==> src/rtl/sample_stream_pkg.sv <==
// Shared definitions for the sample stream player: default widths and the
// playback FSM state encoding.
package sample_stream_pkg;

    localparam int DEFAULT_DATA_W = 16;
    localparam int DEFAULT_ADDR_W = 5;
    localparam int DEFAULT_DIV_W  = 8;

    typedef enum logic [2:0] {
        ST_IDLE    = 3'd0,
        ST_FETCH   = 3'd1,
        ST_PRESENT = 3'd2,
        ST_HOLD    = 3'd3,
        ST_DONE    = 3'd4
    } state_e;

endpackage

==> src/rtl/sample_stream_ram.sv <==
// Sample buffer: DATA_W x 2**ADDR_W, one write port, one synchronous read
// port. A read and a write to the same address in one cycle return old data.
module sample_stream_ram
    import sample_stream_pkg::*;
#(
    parameter int DATA_W = DEFAULT_DATA_W,
    parameter int ADDR_W = DEFAULT_ADDR_W
) (
    input  logic              clk,
    input  logic              wr_en,
    input  logic [ADDR_W-1:0] wr_addr,
    input  logic [DATA_W-1:0] wr_data,
    input  logic [ADDR_W-1:0] rd_addr,
    output logic [DATA_W-1:0] rd_data
);

    logic [DATA_W-1:0] mem_q [2**ADDR_W];

    // Read-before-write storage array with registered read data.
    always_ff @(posedge clk) begin
        if (wr_en) begin
            mem_q[wr_addr] <= wr_data;
        end
        rd_data <= mem_q[rd_addr];
    end

endmodule

==> src/rtl/sample_stream_player.sv <==
// Sample stream player: streams an address window of a loadable sample
// buffer over a valid/ready handshake, one-shot or looping, with a rate
// divider and abort. Optional build macro SAMPLE_STREAM_GAIN_SHIFT_EN adds a
// gain_shift input that arithmetically right-shifts every played sample.
module sample_stream_player
    import sample_stream_pkg::*;
#(
    parameter int DATA_W = DEFAULT_DATA_W,
    parameter int ADDR_W = DEFAULT_ADDR_W,
    parameter int DIV_W  = DEFAULT_DIV_W
) (
    input  logic              clk,
    input  logic              reset,
    input  logic              wr_en,
    input  logic [ADDR_W-1:0] wr_addr,
    input  logic [DATA_W-1:0] wr_data,
    input  logic              start,
    input  logic              stop,
    input  logic              mode_loop,
    input  logic [ADDR_W-1:0] start_addr,
    input  logic [ADDR_W-1:0] end_addr,
    input  logic [DIV_W-1:0]  rate_div,
`ifdef SAMPLE_STREAM_GAIN_SHIFT_EN
    input  logic [3:0]        gain_shift,
`endif
    input  logic              out_ready,
    output logic              out_valid,
    output logic [DATA_W-1:0] out_data,
    output logic              busy,
    output logic              done,
    output logic              wrap
);

    state_e            state_q, state_d;
    logic [ADDR_W-1:0] addr_q, addr_d;
    logic [DIV_W-1:0]  cnt_q, cnt_d;
    logic [ADDR_W-1:0] start_q, start_d;
    logic [ADDR_W-1:0] end_q, end_d;
    logic              loop_q, loop_d;
    logic [DIV_W-1:0]  div_q, div_d;
    logic              out_valid_q, out_valid_d;
    logic [DATA_W-1:0] out_data_q, out_data_d;
    logic              done_q, done_d;
    logic              wrap_q, wrap_d;
    logic [DATA_W-1:0] rd_data;
    logic              stop_act;
    logic              resume;
`ifdef SAMPLE_STREAM_GAIN_SHIFT_EN
    logic [3:0]        gain_q, gain_d;

    // Sign-preserving attenuation of a buffer word.
    function automatic logic signed [DATA_W-1:0] gain_sample(
        input logic signed [DATA_W-1:0] d,
        input logic [3:0]               sh
    );
        return d >>> sh;
    endfunction
`endif

    // The RAM is addressed with the next address so that the word for the
    // current address is already registered during the FETCH cycle.
    sample_stream_ram #(
        .DATA_W (DATA_W),
        .ADDR_W (ADDR_W)
    ) u_ram (
        .clk     (clk),
        .wr_en   (wr_en),
        .wr_addr (wr_addr),
        .wr_data (wr_data),
        .rd_addr (addr_d),
        .rd_data (rd_data)
    );

    // Next-state, address, divider and output register logic.
    always_comb begin
        state_d     = state_q;
        addr_d      = addr_q;
        cnt_d       = cnt_q;
        start_d     = start_q;
        end_d       = end_q;
        loop_d      = loop_q;
        div_d       = div_q;
        out_valid_d = out_valid_q;
        out_data_d  = out_data_q;
        done_d      = 1'b0;
        wrap_d      = 1'b0;
        resume      = 1'b0;
`ifdef SAMPLE_STREAM_GAIN_SHIFT_EN
        gain_d      = gain_q;
`endif
        stop_act    = stop && (state_q != ST_IDLE);

        case (state_q)
            ST_IDLE, ST_DONE: begin
                out_valid_d = 1'b0;
                if (start && !stop_act) begin
                    start_d = start_addr;
                    end_d   = end_addr;
                    loop_d  = mode_loop;
                    div_d   = rate_div;
                    addr_d  = start_addr;
`ifdef SAMPLE_STREAM_GAIN_SHIFT_EN
                    gain_d  = gain_shift;
`endif
                    state_d = ST_FETCH;
                end
            end
            ST_FETCH: begin
`ifdef SAMPLE_STREAM_GAIN_SHIFT_EN
                out_data_d  = gain_sample($signed(rd_data), gain_q);
`else
                out_data_d  = rd_data;
`endif
                out_valid_d = 1'b1;
                state_d     = ST_PRESENT;
            end
            ST_PRESENT: begin
                if (out_ready) begin
                    out_valid_d = 1'b0;
                    if (addr_q == end_q) begin
                        if (loop_q) begin
                            addr_d = start_q;
                            wrap_d = 1'b1;
                            resume = 1'b1;
                        end else begin
                            state_d = ST_DONE;
                            done_d  = 1'b1;
                        end
                    end else begin
                        addr_d = addr_q + ADDR_W'(1);
                        resume = 1'b1;
                    end
                end
            end
            ST_HOLD: begin
                cnt_d = cnt_q - DIV_W'(1);
                if (cnt_q <= DIV_W'(1)) begin
                    state_d = ST_FETCH;
                end
            end
            default: begin
                state_d = ST_IDLE;
            end
        endcase

        // After an accepted sample, either fetch immediately or idle for
        // div_q cycles first.
        if (resume) begin
            if (div_q == '0) begin
                state_d = ST_FETCH;
            end else begin
                state_d = ST_HOLD;
                cnt_d   = div_q;
            end
        end

        // Abort wins over everything; a handshake in this cycle still counts.
        if (stop_act) begin
            state_d     = ST_IDLE;
            out_valid_d = 1'b0;
            done_d      = 1'b0;
            wrap_d      = 1'b0;
        end
    end

    // State and datapath registers with asynchronous active-low reset.
    always_ff @(posedge clk or negedge reset) begin
        if (!reset) begin
            state_q     <= ST_IDLE;
            addr_q      <= '0;
            cnt_q       <= '0;
            start_q     <= '0;
            end_q       <= '0;
            loop_q      <= 1'b0;
            div_q       <= '0;
            out_valid_q <= 1'b0;
            out_data_q  <= '0;
            done_q      <= 1'b0;
            wrap_q      <= 1'b0;
`ifdef SAMPLE_STREAM_GAIN_SHIFT_EN
            gain_q      <= '0;
`endif
        end else begin
            state_q     <= state_d;
            addr_q      <= addr_d;
            cnt_q       <= cnt_d;
            start_q     <= start_d;
            end_q       <= end_d;
            loop_q      <= loop_d;
            div_q       <= div_d;
            out_valid_q <= out_valid_d;
            out_data_q  <= out_data_d;
            done_q      <= done_d;
            wrap_q      <= wrap_d;
`ifdef SAMPLE_STREAM_GAIN_SHIFT_EN
            gain_q      <= gain_d;
`endif
        end
    end

    assign out_valid = out_valid_q;
    assign out_data  = out_data_q;
    assign done      = done_q;
    assign wrap      = wrap_q;
    assign busy      = (state_q == ST_FETCH) || (state_q == ST_PRESENT) ||
                       (state_q == ST_HOLD);

endmodule

==> config.mk <==
export PLATFORM = sky130hd
export DESIGN_NAME = sample_stream_player
export DESIGN_NICKNAME = d
export VERILOG_FILES = /design/src/rtl/sample_stream_pkg.sv /design/src/rtl/sample_stream_ram.sv /design/src/rtl/sample_stream_player.sv
export SDC_FILE = /design/constraint.sdc
export NUM_CORES = 1
export LEC_CHECK = 0
export CAP_MARGIN = 20
export CORE_MARGIN = 1
export CORE_UTILIZATION = 35
export DETAILED_ROUTE_END_ITERATION = 8
export GPL_ROUTABILITY_DRIVEN = 0
export PLACE_DENSITY = 0.47
export SLEW_MARGIN = 10
export SYNTH_ARGS = -nofsm -noshare
export SYNTH_HDL_FRONTEND = slang
export SYNTH_SLANG_ARGS = --single-unit
==> constraint.sdc <==
create_clock -name clk -period 5.1 [get_ports clk]
set_input_delay 1.02 -clock clk [delete_from_list [all_inputs] [get_ports clk]]
set_output_delay 1.02 -clock clk [all_outputs]
set_load 0.01 [all_outputs]
==> results of run 1 <==
[kinds of logic (layout without fill, tap and decap cells)]
group	after synthesis	in the layout	synth area share, %
other	0	1	0
flip-flops	582	582	74.4
AND/OR/NAND/NOR	687	687	13.4
multiplexers	111	111	5.04
buffers and inverters	97	286	2.00
AO/OA/AOI/OAI	140	140	4.43
adder cells (fa/ha/maj)	3	3	0.164
XOR/XNOR	14	14	0.535
[power by group]
part / leakage [nW] / switching (mW) / internal [mW] / total [mW]
Combinational: 2.79 / 3.35 / 1.71 / 5.06
Sequential: 5.40 / 0.291 / 5.53 / 5.82
Clock: 1.06 / 1.90 / 2.91 / 4.81
[through the flow]
stage	worst slack, ps	cell area [um2]	power, mW	hold WS [ps]	std cells
final	964	27200	15.7	468	2679
after global routing	851	27200	16.4	483	2678
after CTS	997	27200	15.9	475	2678
after detailed placement	368	25000	11.1	461	2559
after global placement	435	25000	11.1	451	2558
after floorplan	1990	22900	8.91	439	1634
[cells in the final DEF, fill, tap and decap left out, drive strengths merged, types with 36 or more instances in the layout]
| master | netlist | layout |
|---|---|---|
| edfxtp | 512 | 512 |
| nand2 | 396 | 396 |
| nand3 | 105 | 105 |
| buf | 56 | 92 |
| clkbuf | 29 | 89 |
| mux2i | 75 | 75 |
| clkdlybuf4s50 | 0 | 63 |
| nand4 | 62 | 62 |
| a21oi | 56 | 56 |
| nor2 | 56 | 56 |
| dfrtp | 54 | 54 |
| a32oi | 48 | 48 |
| mux2 | 36 | 36 |
[routing by layer]
layer  vias up  GRT usage [%]
li1       6384              -
met1      7120           27.0
met2       412           31.6
met3        91           4.16
met4         2           6.23
met5         -              0
[final cells by class]
class	count	area, um2	share of cell area [%]
sequential	582	17000	62.6
clock inverter	30	382	1.40
timing repair buffer	155	1400	5.15
tap	855	1070	3.93
inverter	12	57.6	0.211
clock buffer	89	1810	6.65
multi-input combinational	955	5440	20.0
antenna	1	2.50	0.00920
[state kept, by name, indices dropped and copies added (netlist names)]
register	cells
u_ram.rd_data	16
loop_q	1
state_q	3
done	1
out_valid	1
addr_q	5
out_data	16
cnt_q	8
div_q	8
start_q	5
u_ram.mem_q	512
end_q	5
wrap	1
[worst min path at each step]
stage | to | from | slack [ps]
6_report | out_data[11] | u_ram.rd_data[11] | 470
3_3_place_gp | out_data[11] | u_ram.rd_data[11] | 450
4_1_cts | out_data[11] | u_ram.rd_data[11] | 480
2_1_floorplan | out_data[0] | u_ram.rd_data[0] | 440
3_5_place_dp | out_data[11] | u_ram.rd_data[11] | 460
5_1_grt | out_data[11] | u_ram.rd_data[11] | 480
==> impl_metrics.py, run 1 <==
metrics = {
    "synth": {
        "synth-seq-cells": 582,
        "synth_flop_cell": "edfxtp_1",
        "yosysUniqueCellTypes": 61,
        "avgSynthCellArea_um2": 14.0,
        "syn_nets": 1683,
        "seq_area_frac_synth_pct": 74.4,
        "yosysWarnings": 0,
        "synth_area_leader_cell": "edfxtp_1",
        "synth_edf_count": 512,
        "syn_inst": 1634,
        "synth_top_area_share_pct": 67.1,
        "ys_top_cells_by_area": "edfxtp_1 67%, nand2_1 6.5%, dfrtp_1 5.9%",
        "syn_area_mm2": 0.0229,
        "synth.most_common_cell": "edfxtp_1",
        "synth_commonest_cells": "512 x edfxtp_1, 396 x nand2_1, 104 x nand3_1",
        "ys_async_sr_fraction_pct": 9.28,
    },
    "grt": {
        "grt_pass1_wl_mm": 95.8,
        "antenna_found_initial": 4,
        "grt_pass1_vias": 13700,
        "grt_max_degree": 79,
        "overflow": 0,
        "grt_use_total_pct": 19.8,
    },
    "detailed_routing": {
        "drtIter0Drc": 1417,
        "via_per_inst": 5.23,
        "routed_wl_mm": 65.7,
        "drt-met1-wl_mm": 29.1,
        "wl_per_cell_um": 24.5,
        "via_count": 14000,
        "routed-wl-met3_mm": 3.77,
        "top_layer": "met5",
        "drcViolationCount": 0,
        "dr.pass1.iters": 5,
        "drt.antenna.violating_nets": 0,
        "wl_met2_mm": 31.0,
    },
    "min_path": {
        "hold_depth": 1,
        "min-delay-path-class": "register to register",
    },
    "clock_network": {
        "ctsResizeCount": 0,
        "cts.sinks": 582,
        "cts_tree": "done",
        "clock_latency_ps": 600,
        "clockBufferDepth": 3,
        "cts_root_buf": "clkbuf_16",
        "cts.clk_slew.worst_paths_ps": 60,
        "htreeDepth": 3,
        "cts_buffers": 66,
        "hold_buffers": 0,
        "cts_setup_buffers": 0,
    },
    "worst_setup_path": {
        "crit_arrival_ps": 4660,
        "slowest_stage": "a2111oi_4",
        "crit_end": "u_ram.rd_data[6]",
        "critPathMaxFanout": 78,
        "worst_ep_required_time_ps": 5620,
        "critPathLaunchType": "input port",
        "worst_r2r_endpoint": "u_ram.rd_data[6]",
        "crit_path_start": "stop",
        "path_class": "input port to register",
        "rrSetupSlack_ps": 1450,
        "cp-end-kind": "register",
        "r2r_start": "addr_q[0]",
        "crit_path_frequent_cell": "nand4_1",
        "crit_buf_inv": 3,
        "max_stage_delay_ps": 810,
        "crit_cells": 10,
        "cpLargestDelayFamily": "compound AO/OA/AOI/OAI gates",
        "reg2regPathDepth": 10,
        "cp_cell_sequence": "clkdlybuf4s50_1 -> a2111oi_4 -> a22oi_1 -> o211a_4 -> inv_8 -> buf_12 -> mux2i_1 -> a32oi_1 -> nand4_1 -> nand4_1",
    },
    "finish": {
        "utilization_pct": 42.1,
        "nets": 1821,
        "area_growth_pct": 18.7,
        "drive_gt1_share_pct": 13.5,
        "n_fill_cell": 5900,
    },
    "power": {
        "power_density_mw_per_mm2": 577,
        "peakVddDrop_mv": 0.499,
        "power.leakage_nw": 9.26,
    },
    "timing": {
        "worst-slew-pin-transition_ps": 829,
        "tns_ps": 0,
        "fin_crit_sh_pct": 81.1,
        "skew_ps": 20.1,
        "slew_headroom_pct": 44.5,
        "clock.fmax_mhz": 242,
        "setup_viol": 0,
        "hold_viol": 0,
        "rsz0062_at_grt": "no",
        "fin_crit_ps": 4140,
        "drv_slew": 0,
    },
    "floorplanning": {
        "num_rows": 93,
        "die_area_mm2": 0.0665,
        "die_w_um": 258,
        "die_h_um": 258,
        "io-pin-count": 66,
        "coreArea_mm2": 0.0646,
        "start_util_pct": 35.5,
    },
    "place": {
        "dp_hpwl_mm": 39.7,
        "numPortBuffers": 65,
    },
    "status": {
        "status": "completed",
    },
    "flow_run": {
        "drv_cap": 0,
    },
}
No activity file was read; power rests on OpenSTA's default activity.
==> run 2, diff against run 1 <==
--- a/config.mk
+++ b/config.mk
@@ -10,7 +10,7 @@
 export CORE_UTILIZATION = 35
 export DETAILED_ROUTE_END_ITERATION = 8
 export GPL_ROUTABILITY_DRIVEN = 0
-export PLACE_DENSITY = 0.47
+export PLACE_DENSITY = 0.49
 export SLEW_MARGIN = 10
 export SYNTH_ARGS = -nofsm -noshare
 export SYNTH_HDL_FRONTEND = slang
==> constraint.sdc (replaced) <==
create_clock -name clk -period 3.5 [get_ports clk]
set_input_delay 0.7 -clock clk [delete_from_list [all_inputs] [get_ports clk]]
set_output_delay 0.7 -clock clk [all_outputs]
set_load 0.01 [all_outputs]
==> run 2 against run 1 <==
Against the previous run: core utilization rose by 1.5 points; clock skew rose by 6.4 ps; count of clock-buffer cells in the layout fell by 5; final cell count rose by 3.5%; worst setup slack got worse by 690 ps.
==> impl_metrics.py, run 2 (synthesized netlist as in run 1, its figures left out) <==
metrics = {
    "status": {
        "status": "completed",
    },
    "clock_network": {
        "cts_tree": "done",
        "cts.clk_slew.worst_paths_ps": 60,
        "clockBufferDepth": 3,
        "cts_buffers": 66,
        "clock_latency_ps": 620,
        "cts_root_buf": "clkbuf_16",
        "cts_setup_buffers": 0,
        "ctsResizeCount": 0,
        "hold_buffers": 0,
        "htreeDepth": 3,
        "cts.sinks": 582,
    },
    "place": {
        "dp_hpwl_mm": 40.4,
        "numPortBuffers": 65,
        "dpl_cell_area_mm2": 0.0260,
        "placed_cells": 2652,
    },
    "worst_setup_path": {
        "cp-end-kind": "register",
        "rrSetupSlack_ps": 270,
        "slowest_stage": "nand4_1",
        "crit_arrival_ps": 3770,
        "worst_ep_required_time_ps": 4040,
        "critPathLaunchType": "register",
        "cpLargestDelayFamily": "simple AND/OR/NAND/NOR gates",
        "crit_path_start": "addr_q[3]",
        "r2r_start": "addr_q[3]",
        "crit_buf_inv": 1,
        "max_stage_delay_ps": 550,
        "critPathMaxFanout": 10,
        "path_class": "register to register",
        "crit_path_frequent_cell": "nand4_1",
        "cp_cell_sequence": "xor2_1 -> nor3_2 -> nand2_1 -> mux2i_1 -> a21oi_2 -> nand4_1 -> buf_4 -> a21oi_1 -> nor4_1 -> nand4_1",
    },
    "finish": {
        "area_growth_pct": 22.9,
        "multiInputGateArea_mm2": 0.00543,
        "final_common_cell": "edfxtp_1",
        "stdcell_area_mm2": 0.0282,
        "nets": 1914,
        "drive_gt1_share_pct": 18.0,
        "utilization_pct": 43.6,
        "finalNonFillerCells": 2774,
        "largest_register_ff_count": 512,
        "top_register": "u_ram.mem_q",
        "n_fill_cell": 5825,
        "ff_latch_area_mm2": 0.0170,
        "final_cell_mix": "512 x edfxtp_1, 396 x nand2_1, 155 x buf_4",
    },
    "power": {
        "p_comb_share_pct": 36.0,
        "clkPwrFrac_pct": 28.9,
        "internal_power_mw": 15.8,
        "switching_power_mw": 8.29,
        "peakVddDrop_mv": 0.494,
        "switching_share_pct": 34.4,
        "seqPwrFrac_pct": 35.1,
        "power.leakage_nw": 9.82,
        "power_density_mw_per_mm2": 855,
    },
    "detailed_routing": {
        "wl_per_cell_um": 22.8,
        "via_per_inst": 5.17,
        "drtIter0Drc": 1423,
        "drcViolationCount": 0,
        "drt.antenna.violating_nets": 0,
        "routed_wl_mm": 63.2,
        "dr.pass1.iters": 5,
        "via_count": 14300,
    },
    "floorplanning": {
        "die_w_um": 258,
        "die_area_mm2": 0.0665,
        "io-pin-count": 66,
        "coreArea_mm2": 0.0646,
        "start_util_pct": 35.5,
        "die_h_um": 258,
        "num_rows": 93,
    },
    "timing": {
        "rsz0062_at_grt": "no",
        "whs_ps": 157,
        "slew_headroom_pct": 50.9,
        "setup_viol": 0,
        "fin_crit_sh_pct": 92.2,
        "hold_viol": 0,
        "worst-slew-pin-transition_ps": 736,
        "skew_ps": 26.5,
        "drv_slew": 0,
        "clock.fmax_mhz": 310,
        "fin_crit_ps": 3230,
    },
    "grt": {
        "grt_use_total_pct": 19.3,
        "antenna_found_initial": 4,
        "grt_max_degree": 38,
        "grt_pass1_vias": 14200,
        "grt_pass1_wl_mm": 93.8,
        "overflow": 0,
    },
    "min_path": {
        "min-delay-path-class": "input port to async pin",
    },
    "flow_run": {
        "drv_cap": 0,
    },
}
[run 2: cell count changes in the layout (fill, tap and decap cells not counted), moves of 3 or more]
cell / previous run / this run
buf_4: 82 / 155
bufinv_16: 8 / 5
nor2_2: 6 / 0
inv_16: 1 / 4
clkbuf_1: 18 / 10
clkbuf_8: 3 / 7
clkinv_2: 5 / 15
buf_12: 7 / 28
nor2_1: 49 / 55
[run 2: per-layer routing]
layer	share of wire [%]	GRT usage [%]	up-vias	wire length, um
li1	-	-	6591	-
met1	44	27.0	7156	27800
met2	46	30.3	496	29300
met3	6.5	3.21	103	4070
met4	3.1	6.71	2	1980
met5	0.030	0	-	19
[run 2: per-stage QoR]
stage / setup TNS (ps) / setup slack [ps] / power (mW)
final: 0 / 275 / 24.1
after global routing: 0 / 2.59 / 25.2
after CTS: 0 / 219 / 24.3
after detailed placement: -677 / -128 / 17.3
after global placement: -959 / -84.1 / 17.3
after floorplan: 0 / 713 / 13.0
[run 2: final timing paths]
kind / to / cells after the start
min: div_q[0] / 1
min reg2reg: out_data[6] / 1
min in group clk: out_data[6] / 1
max: u_ram.rd_data[8] / 10
max reg2reg: u_ram.rd_data[8] / 10
max in group asynchronous: addr_q[1] / 2
[run 2: power by group through the flow]
stage                     Clock [mW]  Combinational, mW  Sequential, mW
after floorplan                    0               4.55            8.44
after detailed placement           0               8.74            8.60
final                           6.95               8.68            8.46
after global placement             0               8.70            8.60
after CTS                       7.09               8.78            8.46
after global routing            7.37               9.37            8.51
[run 2: area by class of cell]
class	instances	area share, %
clock inverter	37	1.37
tap	855	3.80
sequential	582	60.5
timing repair buffer	248	8.41
antenna	1	0.00888
multi-input combinational	955	19.3
inverter	12	0.204
clock buffer	84	6.43
[run 2: worst reg2reg max path: cells and delay by family, from the launching register on]
family | cells | cell delay (ps)
AND/OR/NAND/NOR | 5 | 1380
AO/OA/AOI/OAI | 2 | 600
flip-flops | 1 | 450
buffers and inverters | 1 | 350
multiplexers | 1 | 200
XOR/XNOR | 1 | 190
